<file path="src/rtl/grid_bus_serializer_pkg.sv">
// Shared types and sizing for the grid result-bus serializer.
// Default widths, per-word byte count and FSM state encoding.
package grid_pkg;

  localparam int GRID_WORD_W = 32;
  localparam int GRID_BYTE_W = 8;
  localparam int BYTES_PER_WORD = GRID_WORD_W / GRID_BYTE_W;
  localparam int IDX_W = (BYTES_PER_WORD > 1) ?
                         $clog2(BYTES_PER_WORD) : 1;

  typedef enum logic {
    ST_IDLE = 1'b0,
    ST_SEND = 1'b1
  } state_e;

endpackage

</file>
<file path="src/rtl/grid_bus_serializer_if.sv">
// Word-in / byte-out handshake bundle of the serializer.
// master drives words and byte_ready; slave is the serializer.
interface grid_bus_serializer_if
  import grid_pkg::*;
#(
  parameter int WORD_W = GRID_WORD_W,
  parameter int BYTE_W = GRID_BYTE_W
);

  logic [WORD_W-1:0] word_in;
  logic              word_valid;
  logic              word_ready;
  logic [BYTE_W-1:0] byte_out;
  logic              byte_valid;
  logic              byte_ready;
  logic              byte_last;

  modport master (
    output word_in,
    output word_valid,
    input  word_ready,
    input  byte_out,
    input  byte_valid,
    output byte_ready,
    input  byte_last
  );

  modport slave (
    input  word_in,
    input  word_valid,
    output word_ready,
    output byte_out,
    output byte_valid,
    input  byte_ready,
    output byte_last
  );

endinterface

</file>
<file path="src/rtl/grid_bus_serializer_word_slot.sv">
// One-word holding slot behind the shifter.
// Accepts a word while empty; drains into the shifter on demand.
module grid_word_slot
  import grid_pkg::*;
#(
  parameter int W = GRID_WORD_W
) (
  input  logic         clk,
  input  logic         rst_n,
  input  logic         load,
  input  logic [W-1:0] load_word,
  input  logic         drain,
  output logic [W-1:0] slot_word,
  output logic         slot_valid,
  output logic         word_ready
);

  assign word_ready = !slot_valid;

  // Valid flag: load only happens when empty, drain only when full.
  always_ff @(posedge clk or negedge rst_n) begin
    if (!rst_n) begin
      slot_valid <= 1'b0;
    end else if (load) begin
      slot_valid <= 1'b1;
    end else if (drain) begin
      slot_valid <= 1'b0;
    end
  end

  // Data register captures the word on load.
  always_ff @(posedge clk or negedge rst_n) begin
    if (!rst_n) begin
      slot_word <= '0;
    end else if (load) begin
      slot_word <= load_word;
    end
  end

endmodule

</file>
<file path="src/rtl/grid_bus_serializer.sv">
// Streams 32-bit result-bus words out as bytes with a holding slot.
// Keeps a running XOR signature of every byte handed off.
module grid_bus_serializer
  import grid_pkg::*;
#(
  parameter int WORD_W    = GRID_WORD_W,
  parameter int BYTE_W    = GRID_BYTE_W,
  parameter bit MSB_FIRST = 1'b1
) (
  input  logic              clk,
  input  logic              rst_n,
  grid_bus_serializer_if.slave bus,
  input  logic              sig_clr,
  output logic [BYTE_W-1:0] sig_out,
  output logic              busy
);

  localparam int NB = WORD_W / BYTE_W;
  localparam int IW = (NB > 1) ? $clog2(NB) : 1;
  localparam logic [IW-1:0] IDX_LAST = IW'(NB - 1);

  state_e            state;
  logic              shf_valid;
  logic [WORD_W-1:0] shf;
  logic [IW-1:0]     idx;
  logic [BYTE_W-1:0] sig;
  logic [BYTE_W-1:0] sel;

  logic [WORD_W-1:0] slot_word;
  logic              slot_valid;
  logic              word_ready;

  logic byte_hs;
  logic word_acc;
  logic end_hs;
  logic slot_load;
  logic slot_drain;

  assign shf_valid  = (state == ST_SEND);
  assign byte_hs    = shf_valid && bus.byte_ready;
  assign word_acc   = bus.word_valid && word_ready;
  assign end_hs     = byte_hs && (idx == IDX_LAST);
  // A word arriving on the last-byte edge with an empty slot
  // bypasses the slot and goes straight into the shifter.
  assign slot_load  = word_acc && shf_valid && !end_hs;
  assign slot_drain = end_hs && slot_valid;

  grid_word_slot #(
    .W (WORD_W)
  ) u_slot (
    .clk        (clk),
    .rst_n      (rst_n),
    .load       (slot_load),
    .load_word  (bus.word_in),
    .drain      (slot_drain),
    .slot_word  (slot_word),
    .slot_valid (slot_valid),
    .word_ready (word_ready)
  );

  // Pick the current byte lane; zero while idle.
  always_comb begin
    sel = '0;
    for (int i = 0; i < NB; i++) begin
      if (shf_valid && idx == IW'(i)) begin
        sel = shf[(MSB_FIRST ? NB - 1 - i : i) * BYTE_W +: BYTE_W];
      end
    end
  end

  // FSM, shifter and byte index with slot-first refill.
  always_ff @(posedge clk or negedge rst_n) begin
    if (!rst_n) begin
      state <= ST_IDLE;
      shf   <= '0;
      idx   <= '0;
    end else if (!shf_valid) begin
      if (word_acc) begin
        state <= ST_SEND;
        shf   <= bus.word_in;
        idx   <= '0;
      end
    end else if (byte_hs) begin
      if (idx != IDX_LAST) begin
        idx <= idx + IW'(1);
      end else if (slot_valid) begin
        shf <= slot_word;
        idx <= '0;
      end else if (word_acc) begin
        shf <= bus.word_in;
        idx <= '0;
      end else begin
        state <= ST_IDLE;
        idx   <= '0;
      end
    end
  end

  // Signature: clear takes effect before the same-cycle byte.
  always_ff @(posedge clk or negedge rst_n) begin
    if (!rst_n) begin
      sig <= '0;
    end else if (sig_clr) begin
      sig <= byte_hs ? sel : '0;
    end else if (byte_hs) begin
      sig <= sig ^ sel;
    end
  end

  assign bus.word_ready = word_ready;
  assign bus.byte_out   = sel;
  assign bus.byte_valid = shf_valid;
  assign bus.byte_last  = shf_valid && (idx == IDX_LAST);
  assign sig_out        = sig;
  assign busy           = shf_valid | slot_valid;

endmodule

</file>
<file path="src/flat_wrapper.sv">
// flat-port wrapper written by rule: the top's interface ports become plain ports
module grid_bus_serializer_flat import grid_pkg::*;
#(
  parameter int WORD_W    = GRID_WORD_W,
  parameter int BYTE_W    = GRID_BYTE_W,
  parameter bit MSB_FIRST = 1'b1
)
  (clk, rst_n, sig_clr, sig_out, busy, bus_word_in, bus_word_valid, bus_word_ready, bus_byte_out, bus_byte_valid, bus_byte_ready, bus_byte_last);
  grid_bus_serializer_if #(.WORD_W(WORD_W), .BYTE_W(BYTE_W)) bus_i ();
  input  logic clk;
  input  logic rst_n;
  input  logic sig_clr;
  output logic [BYTE_W-1:0] sig_out;
  output logic busy;
  input wire logic [$bits(bus_i.word_in)-1:0] bus_word_in;
  input wire logic [$bits(bus_i.word_valid)-1:0] bus_word_valid;
  output wire logic [$bits(bus_i.word_ready)-1:0] bus_word_ready;
  output wire logic [$bits(bus_i.byte_out)-1:0] bus_byte_out;
  output wire logic [$bits(bus_i.byte_valid)-1:0] bus_byte_valid;
  input wire logic [$bits(bus_i.byte_ready)-1:0] bus_byte_ready;
  output wire logic [$bits(bus_i.byte_last)-1:0] bus_byte_last;
  assign bus_i.word_in = bus_word_in;
  assign bus_i.word_valid = bus_word_valid;
  assign bus_word_ready = bus_i.word_ready;
  assign bus_byte_out = bus_i.byte_out;
  assign bus_byte_valid = bus_i.byte_valid;
  assign bus_i.byte_ready = bus_byte_ready;
  assign bus_byte_last = bus_i.byte_last;
  grid_bus_serializer #(.WORD_W(WORD_W), .BYTE_W(BYTE_W), .MSB_FIRST(MSB_FIRST)) u_core (.clk(clk), .rst_n(rst_n), .bus(bus_i), .sig_clr(sig_clr), .sig_out(sig_out), .busy(busy));
endmodule
</file>
<file path="config.mk">
export PLATFORM = sky130hd
export DESIGN_NAME = grid_bus_serializer_flat
export DESIGN_NICKNAME = d
export VERILOG_FILES = /design/src/rtl/grid_bus_serializer_pkg.sv /design/src/rtl/grid_bus_serializer_if.sv /design/src/rtl/grid_bus_serializer_word_slot.sv /design/src/rtl/grid_bus_serializer.sv /design/src/flat_wrapper.sv
export SDC_FILE = /design/constraint.sdc
export NUM_CORES = 1
export LEC_CHECK = 0
export ABC_AREA = 0
export BUFFER_PORTS_ARGS = -buffer_cell sky130_fd_sc_hd__buf_4
export CORE_MARGIN = 5
export CORE_UTILIZATION = 40
export CTS_CLUSTER_DIAMETER = 200
export CTS_CLUSTER_SIZE = 20
export DETAILED_ROUTE_END_ITERATION = 10
export PLACE_DENSITY = 0.67
export RECOVER_POWER = 25
export SKIP_CTS_REPAIR_TIMING = 1
export SLEW_MARGIN = 25
export SYNTH_ARGS = -nofsm -noshare
export SYNTH_HDL_FRONTEND = slang
export SYNTH_SLANG_ARGS = --single-unit
</file>
<file path="constraint.sdc">
create_clock -name clk -period 3.1 [get_ports clk]
set_input_delay 0.62 -clock clk [delete_from_list [all_inputs] [get_ports clk]]
set_output_delay 0.62 -clock clk [all_outputs]
set_load 0.02 [all_outputs]
</file>
==> out/results.ini <==
[layout]
area_added_between_synthesis_and_finish_pct = 18.7
area.sequential_um2 = 1900
area_taken_by_multi_input_logic_gates_um2 = 1550
finalNetCount = 416
antennaDiodeCount = 0
share_of_layout_cells_above_drive_strength_1_pct = 29.8
finish.cell_count_without_fillers = 487
finalInstanceArea_um2 = 4280
fillers = 779
layout.core_utilization_pct = 48.8

[floorplanning]
dieHeight_um = 105
rows = 34
die_area_um2 = 11000
core_region_area_um2 = 8760
top_level_ports = 57
die_w_um = 105
floorplan.initialDensity_pct = 41.2

[sta]
final-setup-viol-count = 0
max_freq_mhz = 347
max_slew_margin_pct = -23.0
post-route-min-period_ns = 2.88
hold_ws_ns = 0.501
tightest_slew_ns = 1.85
finalMaxSlewViolations = 77
timing.final.hold_violations = 0
fin_ws_ns = 0.219
rsz0062_at_grt = false
final_sum_of_negative_setup_slack_ns = 0
min_period_over_period_pct = 92.9
finClkSkew_ns = 0.00706

[worst_setup_path]
r2r_cells = 5
cp_max_fo = 16
worst_ep_arrival_time_ns = 2.26
critical_path.endpoint_type = primary output
cpMaxStageDelayCell = sky130_fd_sc_hd__ha_1
critPathMaxStageDelay_ns = 0.50
rr_endpoint = u_core.u_slot.slot_word[0]
crit-reg2reg-launch = u_core.idx[0]
regToRegSetupSlack_ns = 0.91
worstPathRequired_ns = 2.48
path_cells = inv_1, ha_1, a21oi_1, a221oi_1, or2_2, buf_4
worst_setup_path_start_kind = flip-flop
worstSetupPathType = reg -> out

[yosys]
synth-edff-count = 0
netlist_area_before_placement_um2 = 3610
postSynthNetCount = 368
post_synth_num_cell_types = 30
yosysSeqAreaShare_pct = 52.7
async_flop_share_pct = 100
synth.ff_latch_count = 76
synthFlopType = sky130_fd_sc_hd__dfrtp_1
syn-mean-instance-area_um2 = 11.0
synth-warning-count = 0
cell_count_after_synthesis = 327

[global_routing]
track_usage_pct = 15.4
wire_length_of_the_first_global_routing_pass_mm = 13.9
globalRouteOverflowTotal = 0
grt_antenna_before_repair = 0
number_of_global_route_vias_before_repair = 2735
grt_max_degree = 77

[placed_design]
detailed_place_hpwl_mm = 5.63
place.detailed.instances = 472
globalplace.congestion = 0.766
port_buffers = 56
placed_cell_area_um2 = 4100
dp_worst_setup_slack_ns = 0.644

[min_path]
min_path_type = reg -> reg
min_path_cells = 1
timing.hold.worst_endpoint = u_core.u_slot.slot_word[31]
worst_hold_startpoint = u_core.u_slot.slot_word[31]

[power]
p_per_area_nw_per_um2 = 1120
total_leakage_power_nw = 2.01
max-vdd-ir-drop_mv = 0.390
design_power_total_mw = 4.81

[routing]
route.final.wire_length_mm = 8.26
detail_route.wl_per_cell_um = 17.0
via_count = 2592
initial_drt_markers = 154
vias_per_cell = 5.32
route.detailed.drc = 0
detail_route.first_pass.iterations = 4
ant_nets = 0

[run_status]
status = complete, but fails checks
failed_checks = max-capacitance violations, max-slew violations

[clocking]
clock-root-buffer = sky130_fd_sc_hd__clkbuf_8
worst_setup_hold_path_clk_slew_ns = 0.07
clkLatencyLatePin_ns = 0.34
cts_tree = yes
cts_sinks = 76
cts_inserted_buffers = 9
cts_buffer_depth = 2
clock_tree.htree_level_count = 3

[run]
drv_cap = 1

registers in the layout, indices dropped and copies added (netlist names):
register	flops
u_core.shf	32
u_core.u_slot.slot_word	32
u_core.sig_out	8
u_core.idx	2
u_core.bus.byte_valid	1
u_core.u_slot.slot_valid	1
cell type report:
cell class	instances	share of cell area (%)
Sequential cell	76	44.4
Inverter	10	0.877
Multi-Input combinational cell	216	36.1
Timing Repair Buffer	62	11.1
Clock buffer	13	3.48
Clock inverter	2	0.818
Tap cell	108	3.16
cells in the mapped netlist (2+ instances only):
| library cell | n | area [µm²] |
|---|---|---|
| sky130_fd_sc_hd__a21oi_1 | 39 | 195 |
| sky130_fd_sc_hd__mux2_4 | 29 | 435 |
| sky130_fd_sc_hd__nand2_1 | 7 | 26.3 |
| sky130_fd_sc_hd__ha_1 | 4 | 50.1 |
| sky130_fd_sc_hd__buf_6 | 4 | 45.0 |
| sky130_fd_sc_hd__a221oi_1 | 7 | 61.3 |
| sky130_fd_sc_hd__o22ai_1 | 32 | 200 |
| sky130_fd_sc_hd__nand3b_1 | 8 | 60.1 |
| sky130_fd_sc_hd__nor2_1 | 32 | 120 |
| sky130_fd_sc_hd__and2_1 | 3 | 18.8 |
| sky130_fd_sc_hd__a211oi_1 | 2 | 15.0 |
| sky130_fd_sc_hd__o21ai_0 | 3 | 15.0 |
| sky130_fd_sc_hd__nor2b_1 | 9 | 56.3 |
| sky130_fd_sc_hd__nand2b_1 | 2 | 12.5 |
| sky130_fd_sc_hd__and3_1 | 7 | 43.8 |
| sky130_fd_sc_hd__clkbuf_1 | 19 | 71.3 |
| sky130_fd_sc_hd__dfrtp_1 | 76 | 1900 |
| sky130_fd_sc_hd__xnor2_1 | 8 | 70.1 |
| sky130_fd_sc_hd__or2_2 | 8 | 50.1 |
| sky130_fd_sc_hd__mux2_1 | 3 | 33.8 |
| sky130_fd_sc_hd__o21ai_1 | 7 | 35.0 |
| sky130_fd_sc_hd__inv_1 | 10 | 37.5 |
kinds of logic after synthesis:
| kind of cell | after synthesis | share of synthesized area [%] |
|---|---|---|
| multiplexers | 32 | 13.0 |
| buffers and inverters | 35 | 4.51 |
| adder cells (fa/ha/maj) | 4 | 1.39 |
| XOR/XNOR | 8 | 1.94 |
| AO/OA/AOI/OAI | 93 | 15.2 |
| flip-flops | 76 | 52.7 |
| AND/OR/NAND/NOR | 79 | 11.3 |
worst max-delay path, delay by kind of cell (launching register included):
kind                       cells  cell delay (ns)
and+or+nand+nor                1             0.19
buffers and inverters          2             0.23
DFF                            1             0.42
AOI/OAI and AO/OA              2             0.57
adders and majority gates      1             0.50
cell usage in the layout, fill, tap and decap left out, types with 2 or more instances in the layout:
cell type / n
sky130_fd_sc_hd__clkbuf_8: 10
sky130_fd_sc_hd__o21ai_0: 3
sky130_fd_sc_hd__o21ai_1: 7
sky130_fd_sc_hd__mux2_1: 3
sky130_fd_sc_hd__and3_1: 7
sky130_fd_sc_hd__xnor2_1: 8
sky130_fd_sc_hd__dfrtp_1: 76
sky130_fd_sc_hd__nor2b_1: 9
sky130_fd_sc_hd__inv_1: 10
sky130_fd_sc_hd__nand2b_1: 2
sky130_fd_sc_hd__nand3b_1: 8
sky130_fd_sc_hd__a211oi_1: 2
sky130_fd_sc_hd__clkbuf_1: 3
sky130_fd_sc_hd__o22ai_1: 32
sky130_fd_sc_hd__buf_4: 60
sky130_fd_sc_hd__or2_2: 9
sky130_fd_sc_hd__a21oi_1: 39
sky130_fd_sc_hd__a221oi_1: 7
sky130_fd_sc_hd__ha_1: 4
sky130_fd_sc_hd__nand2_1: 7
sky130_fd_sc_hd__nor2_1: 32
sky130_fd_sc_hd__mux2_4: 29
sky130_fd_sc_hd__and2_1: 3
how the worst max path moves through the flow:
stage / from / to / cells after the start
finish: u_core.idx[0] / bus_byte_out[0] / 6
global route: u_core.idx[0] / bus_byte_out[0] / 6
CTS: u_core.idx[0] / bus_byte_out[0] / 6
detailed placement: u_core.idx[0] / bus_byte_out[0] / 6
global placement: u_core.idx[0] / bus_byte_out[0] / 6
floorplan: u_core.idx[0] / bus_byte_out[7] / 7
power breakdown:
part	internal [mW]	leakage, nW	switching (mW)	total, mW
registers	1.49	0.884	0.304	1.79
logic	1.12	1.04	1.17	2.29
clock network	0.390	0.0935	0.341	0.731
metal layers:
layer / global-route usage (%) / share of wire (%)
met2: 23.7 / 46
met3: 3.76 / 4.3
met1: 21.4 / 48
met4: 4.75 / 1.7
met5: 0 / 0
(Power assumes the default switching activity.)
